[config.mk]
export PLATFORM = sky130hd
export DESIGN_NAME = sam_rv32i_wb_tracer
export DESIGN_NICKNAME = d
export VERILOG_FILES = /design/src/rtl/sam_rv32i_wb_tracer.sv
export SDC_FILE = /design/constraint.sdc
export NUM_CORES = 1
export LEC_CHECK = 0
export BUFFER_PORTS_ARGS = -buffer_cell sky130_fd_sc_hd__buf_2
export CAP_MARGIN = 25
export CORE_MARGIN = 4
export CORE_UTILIZATION = 39
export CTS_BUF_LIST = sky130_fd_sc_hd__clkbuf_16
export CTS_CLUSTER_SIZE = 10
export DETAILED_ROUTE_END_ITERATION = 16
export MAX_ROUTING_LAYER = met4
export PLACE_DENSITY_LB_ADDON = 0.25
export SETUP_SLACK_MARGIN = 0.02
export SYNTH_ARGS = -nofsm -noshare
export SYNTH_HDL_FRONTEND = slang
export SYNTH_SLANG_ARGS = --single-unit
[constraint.sdc]
create_clock -name clk -period 12.8 [get_ports clk]
set_clock_uncertainty 0.2 [all_clocks]
set_input_delay 1.28 -clock clk [delete_from_list [all_inputs] [get_ports clk]]
set_output_delay 1.28 -clock clk [all_outputs]
set_load 0.1 [all_outputs]
[src/rtl/sam_rv32i_wb_tracer.sv]
// Trace capture behind sam_rv32i: queues {stamp, NPC, WB_OUT} when NPC changes.
// Ports: clk/RN, cap_en, npc_in, wb_in, tr_* read port, level, overflow, drop_cnt, clr_ovf.
module sam_rv32i_wb_tracer #(
  parameter int DEPTH   = 16,
  parameter int STAMP_W = 16
) (
  input  logic                       clk,
  input  logic                       RN,
  input  logic                       cap_en,
  input  logic [31:0]                npc_in,
  input  logic [31:0]                wb_in,
  output logic                       tr_valid,
  input  logic                       tr_ready,
  output logic [STAMP_W-1:0]         tr_stamp,
  output logic [31:0]                tr_npc,
  output logic [31:0]                tr_wb,
  output logic [$clog2(DEPTH):0]     level,
  output logic                       overflow,
  output logic [15:0]                drop_cnt,
  input  logic                       clr_ovf
);

  localparam int AW = $clog2(DEPTH);
  localparam int LW = AW + 1;

  typedef struct packed {
    logic [STAMP_W-1:0] stamp;
    logic [31:0]        npc;
    logic [31:0]        wb;
  } entry_t;

  entry_t             mem [DEPTH];
  entry_t             head_q;
  entry_t             head_nxt;
  entry_t             new_e;
  logic [AW-1:0]      wr_ptr;
  logic [AW-1:0]      rd_ptr;
  logic [AW-1:0]      rd_nxt;
  logic [LW-1:0]      lvl_nxt;
  logic [STAMP_W-1:0] stamp_q;
  logic [31:0]        prev_npc;
  logic               have_prev;
  logic               cap;
  logic               full;
  logic               pop;
  logic               push;
  logic               drop;

  always_comb begin
    cap  = cap_en & (~have_prev | (npc_in != prev_npc));
    full = (level == LW'(DEPTH));
    pop  = tr_valid & tr_ready;
    push = cap & (~full | pop);
    drop = cap & full & ~pop;
    rd_nxt  = rd_ptr + AW'(pop);
    lvl_nxt = level + LW'(push) - LW'(pop);
    new_e.stamp = stamp_q;
    new_e.npc   = npc_in;
    new_e.wb    = wb_in;
    head_nxt = '0;
    // Next head is the fresh capture only when nothing older remains.
    if (lvl_nxt != '0) begin
      if (push && (rd_nxt == wr_ptr))
        head_nxt = new_e;
      else
        head_nxt = mem[rd_nxt];
    end
  end

  always_ff @(posedge clk) begin
    if (push)
      mem[wr_ptr] <= new_e;
  end

  always_ff @(posedge clk) begin
    if (RN) begin
      wr_ptr    <= '0;
      rd_ptr    <= '0;
      level     <= '0;
      tr_valid  <= 1'b0;
      head_q    <= '0;
      stamp_q   <= '0;
      prev_npc  <= '0;
      have_prev <= 1'b0;
      overflow  <= 1'b0;
      drop_cnt  <= '0;
    end else begin
      stamp_q  <= stamp_q + 1'b1;
      rd_ptr   <= rd_nxt;
      level    <= lvl_nxt;
      tr_valid <= (lvl_nxt != '0);
      head_q   <= head_nxt;
      if (push)
        wr_ptr <= wr_ptr + 1'b1;
      if (cap_en) begin
        prev_npc  <= npc_in;
        have_prev <= 1'b1;
      end
      if (clr_ovf) begin
        overflow <= 1'b0;
        drop_cnt <= drop ? 16'd1 : 16'd0;
      end else if (drop) begin
        overflow <= 1'b1;
        if (drop_cnt != 16'hFFFF)
          drop_cnt <= drop_cnt + 1'b1;
      end
    end
  end

  assign tr_stamp = head_q.stamp;
  assign tr_npc   = head_q.npc;
  assign tr_wb    = head_q.wb;

endmodule

==> impl_results.md, run 1 <==
* CTS Hold Bufs at 0
* Synth Register Bits at 1440
* Antenna viol nets, final at 0
* Pin count of the biggest net entering global routing at 136
* # port buffers at approximately 170
* Worst skew pair latency at 0.76 ns
* Core area at around 0.14 mm^2
* Antenna violations before repair at 21
* Synth area leaders: edfxtp_1 70%, mux4_2 16%, dfxtp_1 5.8%, a21boi_1 1.1%, nand3_1 0.81%
* Top cells by count, synth: 1280 x edfxtp_1, 400 x mux4_2, 160 x dfxtp_1
* Relative slew slack at 0.2677
* WL/cell at about 30 um
* Async SR Flop Fraction at 0
* Overall Power at 12580 uW
* Initial Util at 0.3936
* GRT Total Usage at 0.2020
* Top-count cell post-synth: edfxtp_1
* Number of flops mapped to enable cells by yosys at 1280
* Cts repair resizes at 0
* Setup Viol. Count Final at 0
* Peak supply drop at approximately 0.00016 V
* Die height at approximately 380 um
* Via count of the first global-routing pass at ~29000
* Clock sinks at around 1400
* CTS HTree Levels at 4
* Synth warnings at 0
* Crit Path Max Fanout at 44
* Total Wirelength at 143400 um
* Final Cell Area at 0.06290 mm^2
* Top cell type's share of synthesized area at 0.6981
* CTS Root Cell: clkbuf_16
* Die area at 0.1473 mm^2
* Finished Layout Cells at slightly below 5000
* Fin crit share at 0.5304
* Final HPWL DP at 70440 um
* Global-route wire length before repair at just over 200000 um
* Status: complete, no violations
* Setup crit end kind: flop
* RSZ-0062 raised after global routing: no
* Final hold vios at 0
* Worst Setup Start Kind: input pin
* Area of the multi-input gates at 0.01287 mm^2
* Die span in x at around 380 um
* Power Density at about 200 mW/mm^2
* Row count at between 100 and 150
* Max Slew Vio Count at 0
* Syn_nets at approximately 2700
* DR pass1 iterations at 5
* Synth Cell Area at approximately 0.055 mm^2
* Remaining global-route overflow at 0
* Area leader, netlist: edfxtp_1
* Vias per inst at 5.697
* Top_reg_cell synth: edfxtp_1
* Via count at 27520
* Fin crit period at around 6.8 ns
* Avg Inst Size Synth at between 20 and 25 um^2
* Nets at roughly 2900
* FMAX at approximately 150 MHz
* Min-delay worst type: flop to flop
* Distinct cells, synth at 50
* Post-Place Cells at ~4500
* Maxcap violations at 0
* Worst-margin pin slew at about 1.1 ns
* TNS Setup at 0 ns
* Cell Area, Placed at just under 0.06 mm^2
* Share of cells above drive strength 1 at 0.2801
* Crit path kind: input pin to flop
* CTS Buf Count at roughly 160
* Worst path arrival time at 7.26 ns
* Post-CTS Setup Bufs at 0
* Clock Pin Slew Worst Setup and Hold Paths at ~0.050 ns
* Clock Tree Buf Depth at 3
* TritonCTS clock tree: yes
* WP data required at approximately 13 ns
* DRC at 0
* Worst hold margin at 0.2811 ns
* Cells after Synth at 2590
* Area Overhead vs Synth at 14.24%
* Sequential element share of the synthesized area at 0.7563
* DRT iter0 DRCs at slightly above 3000
* Leak at ~0.02 uW
* Register Area at ~0.042 mm^2
* Fillers at around 12000
* Final Wtd Congestion at approximately 0.77
* I/O Pins at 172
## cell usage in the layout, fill, tap and decap left out, drive strengths merged, types with 7 or more instances in the layout
| cell type | count |
|---|---|
| diode | 10 |
| inv | 132 |
| buf | 218 |
| o31ai | 7 |
| clkbuf | 167 |
| xor2 | 15 |
| o21ai | 93 |
| xnor2 | 34 |
| nand4 | 14 |
| a21oi | 24 |
| mux4 | 400 |
| and2 | 7 |
| dfxtp | 160 |
| and3 | 19 |
| a21boi | 80 |
| nor4 | 8 |
| nand2 | 28 |
| mux2i | 35 |
| edfxtp | 1280 |
| nor2b | 9 |
| or3 | 11 |
| or4 | 9 |
| ha | 13 |
| nand3 | 89 |
| nor2 | 64 |
## metal layers
| layer | GRT usage | vias to the layer above | wire length (um) |
|---|---|---|---|
| met2 | 0.3144 | 1169 | 69170 |
| met3 | 0.04840 | 241 | 11600 |
| met4 | 0.05611 | 0 | 3380 |
| met5 | - | - | 0 |
| li1 | - | 11250 | - |
| met1 | 0.2678 | 14860 | 59300 |
## cell type report
type                       count  area share
clock buffer                 166     0.06604
tap                         1876     0.03732
inverter                      11   0.0006564
sequential                  1440      0.6620
antenna                       10   0.0003978
timing repair buffer         219     0.02097
clock inverter               125    0.007996
multi-input combinational    984      0.2046
## final timing paths
| check | slack, ns | cells past startpoint | to | start |
|---|---|---|---|---|
| worst max-delay path | 6.01 | 18 | tr_wb[23] | npc_in[18] |
| worst min-delay path | 0.28 | 1 | overflow | overflow |
| worst max register to register | 6.46 | 17 | tr_wb[23] | prev_npc[18] |
| worst min register to register | 0.28 | 1 | overflow | overflow |
## cells by family (layout without fill, tap and decap cells)
logic type / after synthesis / after routing / synth area share
XOR/XNOR: 49 / 49 / 0.007931
adder cells (fa/ha/maj): 14 / 14 / 0.003318
buffers and inverters: 166 / 521 / 0.01302
other: 0 / 10 / 0
AND/OR/NAND/NOR: 272 / 272 / 0.02538
AO/OA/AOI/OAI: 212 / 212 / 0.02368
flip-flops: 1440 / 1440 / 0.7563
multiplexers: 437 / 437 / 0.1704
## critical path, cell delays in order
cell	delay (ns)
buf_2	0.20
xnor2_1	0.35
nand4_1	0.33
nor4_1	0.74
nand3_4	0.75
a21oi_1	0.54
a21o_1	0.13
ha_1	0.17
inv_1	0.07
fa_1	0.43
inv_1	0.08
a21oi_1	0.06
nor2_1	0.11
o21ai_0	0.18
a41oi_4	0.23
buf_4	0.56
buf_4	0.70
a21boi_1	0.24
## through the flow
step           setup slack [ns]  utilization
3_3_place_gp              5.215       0.4158
3_5_place_dp              5.258       0.4160
5_1_grt                   5.642       0.4497
4_1_cts                   5.983       0.4493
2_1_floorplan             2.049            -
6_report                  6.010       0.4497
## state kept, by name (all words and copies together) (netlist names)
| register | cells |
|---|---|
| tr_valid | 1 |
| mem | 1280 |
| drop_cnt | 16 |
| overflow | 1 |
| have_prev | 1 |
| tr_npc | 32 |
| tr_wb | 32 |
| tr_stamp | 16 |
| wr_ptr | 4 |
| stamp_q | 16 |
| prev_npc | 32 |
| level | 5 |
| rd_ptr | 4 |
## power breakdown
part	internal, uW	switching [uW]	leakage [uW]	total [uW]
Sequential	5340	139	0.0129	5480
Clock	2320	1760	0.00270	4070
Combinational	1060	1970	0.00474	3020
(Power assumes the default switching activity.)
==> run 2, diff against run 1 <==
--- a/config.mk
+++ b/config.mk
@@ -5,6 +5,7 @@
 export SDC_FILE = /design/constraint.sdc
 export NUM_CORES = 1
 export LEC_CHECK = 0
+export ABC_AREA = 1
 export BUFFER_PORTS_ARGS = -buffer_cell sky130_fd_sc_hd__buf_2
 export CAP_MARGIN = 25
 export CORE_MARGIN = 4
==> constraint.sdc (replaced) <==
create_clock -name clk -period 6.34 [get_ports clk]
set_clock_uncertainty 0.2 [all_clocks]
set_input_delay 0.634 -clock clk [delete_from_list [all_inputs] [get_ports clk]]
set_output_delay 0.634 -clock clk [all_outputs]
set_load 0.1 [all_outputs]
==> run 2 against run 1 <==
Effect of this change: flip-flop and latch count unchanged; combinational power up 130%; die area up 2.6%; setup slack worse by 4.2 ns; final cell count up 39%; synthesized cell count up 76%; routed wire length up 5.8%; core utilization about the same; clock power up 110%; register-to-register slack worse by 4.2 ns; critical path depth up 6; global-route usage up 0.071 points; critical path type unchanged; highest routed layer unchanged.
==> impl_results.md, run 2 <==
* Worst path arrival time at approximately 5 ns
* Top-count cell post-synth: edfxtp_1
* Area of the multi-input gates at 0.01315 mm^2
* Crit Path Max Fanout at 29
* Clock Tree Buf Depth at 3
* Biggest register: mem
* Hold EP: mem[7][24]
* Initial Util at 0.3932
* Distinct cells, synth at 32
* Syn_nets at 4636
* TritonCTS clock tree: yes
* Global-route wire length before repair at 226700 um
* Top cells by count, synth: 1280 x edfxtp_1, 902 x nor2_1, 686 x o21ai_0
* Met1 Wirelength at ~67000 um
* Cts repair resizes at 0
* Peak supply drop at approximately 0.00026 V
* Metal2 WL at about 73000 um
* Sequential element share of the synthesized area at 0.7363
* Synth warnings at 0
* Leak at 0.02260 uW
* Worst-margin pin slew at around 1.1 ns
* Avg Inst Size Synth at between 10 and 15 um^2
* DRC at 0
* Relative slew slack at 0.2970
* Fin crit period at 4.551 ns
* Via count of the first global-routing pass at 35430
* TNS Setup at 0 ns
* Area leader, netlist: edfxtp_1
* Synth area leaders: edfxtp_1 68%, o21ai_0 6.1%, nor2_1 6.0%, dfxtp_1 5.7%, nand2_1 2.5%
* Die height at roughly 390 um
* Total Wirelength at approximately 150000 um
* Setup Viol. Count Final at 0
* Nets at around 4800
* Share of cells above drive strength 1 at 0.09473
* CTS Root Cell: clkbuf_16
* Overall Power at 26390 uW
* Final Wtd Congestion at 0.7829
* Setup crit end kind: flop
* Min-delay worst type: input pin to flop
* Row count at roughly 140
* Die span in x at approximately 390 um
* Peak per-stage delay on the critical path at 0.52 ns
* Commonest non-fill, non-tap cell in the layout: edfxtp_1
* Leading cell types in the layout, fill and taps excluded: 1280 x edfxtp_1, 886 x nor2_1, 686 x o21ai_0, 378 x nand2_1, 290 x inv_1
* Cells after Synth at approximately 4600
* CP max-delay cell: dlygate4sd3_1
* Routed met3 length at 9144 um
* Remaining global-route overflow at 0
* Number of flops mapped to enable cells by yosys at 1280
* Synth Cell Area at between 0.05 and 0.06 mm^2
* Hold-critical path depth at 1
* Status: complete, no violations
* WP data required at 6.84 ns
* Worst skew pair latency at approximately 0.8 ns
* Power Density at between 400 and 500 mW/mm^2
* Register Area at 0.04164 mm^2
* RR Endpoint: tr_wb[20]
* Maxcap violations at 0
* Post-CTS Setup Bufs at 0
* R2r setup slk at 2.22 ns
* Antenna violations before repair at 7
* WL/cell at 22.61 um
* Max Slew Vio Count at 0
* Core area at about 0.14 mm^2
* Fin crit share at 0.7178
* Pin count of the biggest net entering global routing at between 200 and 250
* Worst reg2reg path depth at 22
* CTS Hold Bufs at 18
* Area Overhead vs Synth at 14.45%
* GRT Total Usage at 0.2027
* Worst Setup Start Kind: input pin
* R2R Path Start: prev_npc[29]
* CTS Buf Count at roughly 170
* Clock Pin Slew Worst Setup and Hold Paths at 0.06 ns
* Crit path kind: input pin to flop
* CTS HTree Levels at 4
* Antenna viol nets, final at 0
* Via count at 36560
* Top_reg_cell synth: edfxtp_1
* Fillers at roughly 13000
* # port buffers at about 170
* Async SR Flop Fraction at 0
* I/O Pins at 172
* CP Cell Sequence: dlygate4sd3_1 -> buf_2 -> inv_1 -> nand2_1 -> nand2_1 -> inv_1 -> nand3_1 -> nor2_1 -> nand3_1 -> nor2_1 -> nor2_1 -> nor2_1 -> inv_1 -> nand2_1 -> ha_1 -> inv_1 -> fa_1 -> o21ai_0 -> a21oi_1 -> xor2_1 -> a41oi_4 -> buf_4 -> nand2_1 -> nor2_1
* Max FFs per register at around 1300
* Top sig layer: met4
* FMAX at about 220 MHz
* Synth Register Bits at 1440
* Final HPWL DP at roughly 73000 um
* DR pass1 iterations at 7
* Vias per inst at about 5.4
* Die area at around 0.15 mm^2
* Cell mode on critical path: nor2_1
* Clock sinks at 1440
* RSZ-0062 raised after global routing: no
* Final hold vios at 0
* DRT iter0 DRCs at 3315
* Top cell type's share of synthesized area at 0.6797
* Hold Path Origin: wb_in[24]
==> run 2: cell types whose count changed after synthesis, sizes merged, moves of 80 or more <==
cell    before  now
mux4       400    0
o22ai        0  159
inv         11  187
nand2       28  379
o211ai       1  159
o221ai       0  161
a21boi      80    0
o21ai       93  686
nor2        64  903
clkbuf      91  230
==> run 2: area by class of cell <==
| cell class | count | share of cell area |
|---|---|---|
| Antenna cell | 8 | 0.0003093 |
| Clock buffer | 171 | 0.06612 |
| Clock inverter | 125 | 0.009048 |
| Inverter | 187 | 0.01127 |
| Multi-Input combinational cell | 2618 | 0.2031 |
| Sequential cell | 1440 | 0.6434 |
| Tap cell | 1903 | 0.03679 |
| Timing Repair Buffer | 262 | 0.02993 |
==> run 2: cell families after synthesis <==
kind of cell / Yosys count / synth area share
buffers and inverters: 495 / 0.03469
DFF: 1440 / 0.7363
xor gates and xnor gates: 19 / 0.003208
and+or+nand+nor: 1355 / 0.09222
AOI/OAI and AO/OA: 1230 / 0.1303
adders and majority gates: 14 / 0.003230
==> run 2: worst max-delay path by stage <==
stage | startpoint | to | slack (ns)
3_5_place_dp | npc_in[31] | tr_wb[20] | 1.54
6_report | npc_in[31] | tr_wb[20] | 1.79
5_1_grt | npc_in[31] | tr_wb[18] | 1.48
3_3_place_gp | npc_in[28] | tr_wb[23] | 1.61
4_1_cts | npc_in[31] | tr_wb[20] | 1.82
2_1_floorplan | level[2] | mem[11][0] | 0.29
==> run 2: routing by layer <==
layer | GRT usage | up-vias
li1 | - | 16900
met1 | 0.2662 | 18300
met2 | 0.3285 | 1131
met3 | 0.03388 | 231
met4 | 0.05487 | 0
met5 | - | -
==> run 2: power breakdown <==
part	switching [uW]	internal (uW)	leakage (uW)
logic	5270	1600	0.00670
clock network	3660	4870	0.00277
registers	203	10800	0.0131
total	9130	17300	0.0226
==> run 2: stage by stage <==
step / instance area, um^2 / util / hold slack (ns) / worst slack [ns] / std cells
CTS: 64640 / 0.4495 / 0.00002054 / 1.822 / 6704
detailed placement: 59600 / 0.4144 / 0.2575 / 1.535 / 6390
global placement: 59600 / 0.4144 / 0.2571 / 1.612 / 6390
global route: 64710 / 0.4499 / 0.03179 / 1.479 / 6712
floorplan: 56550 / - / 0.2321 / 0.2922 / 4553
finish: 64720 / 0.4500 / 0.05893 / 1.789 / 6714
==> run 2: worst max-delay path, delay by kind of cell <==
family,cells,cell delay (ns)
AOI/OAI and AO/OA,3,0.52
adders and majority gates,2,0.58
xor gates and xnor gates,1,0.19
and+or+nand+nor,11,1.48
buffers and inverters,7,1.58
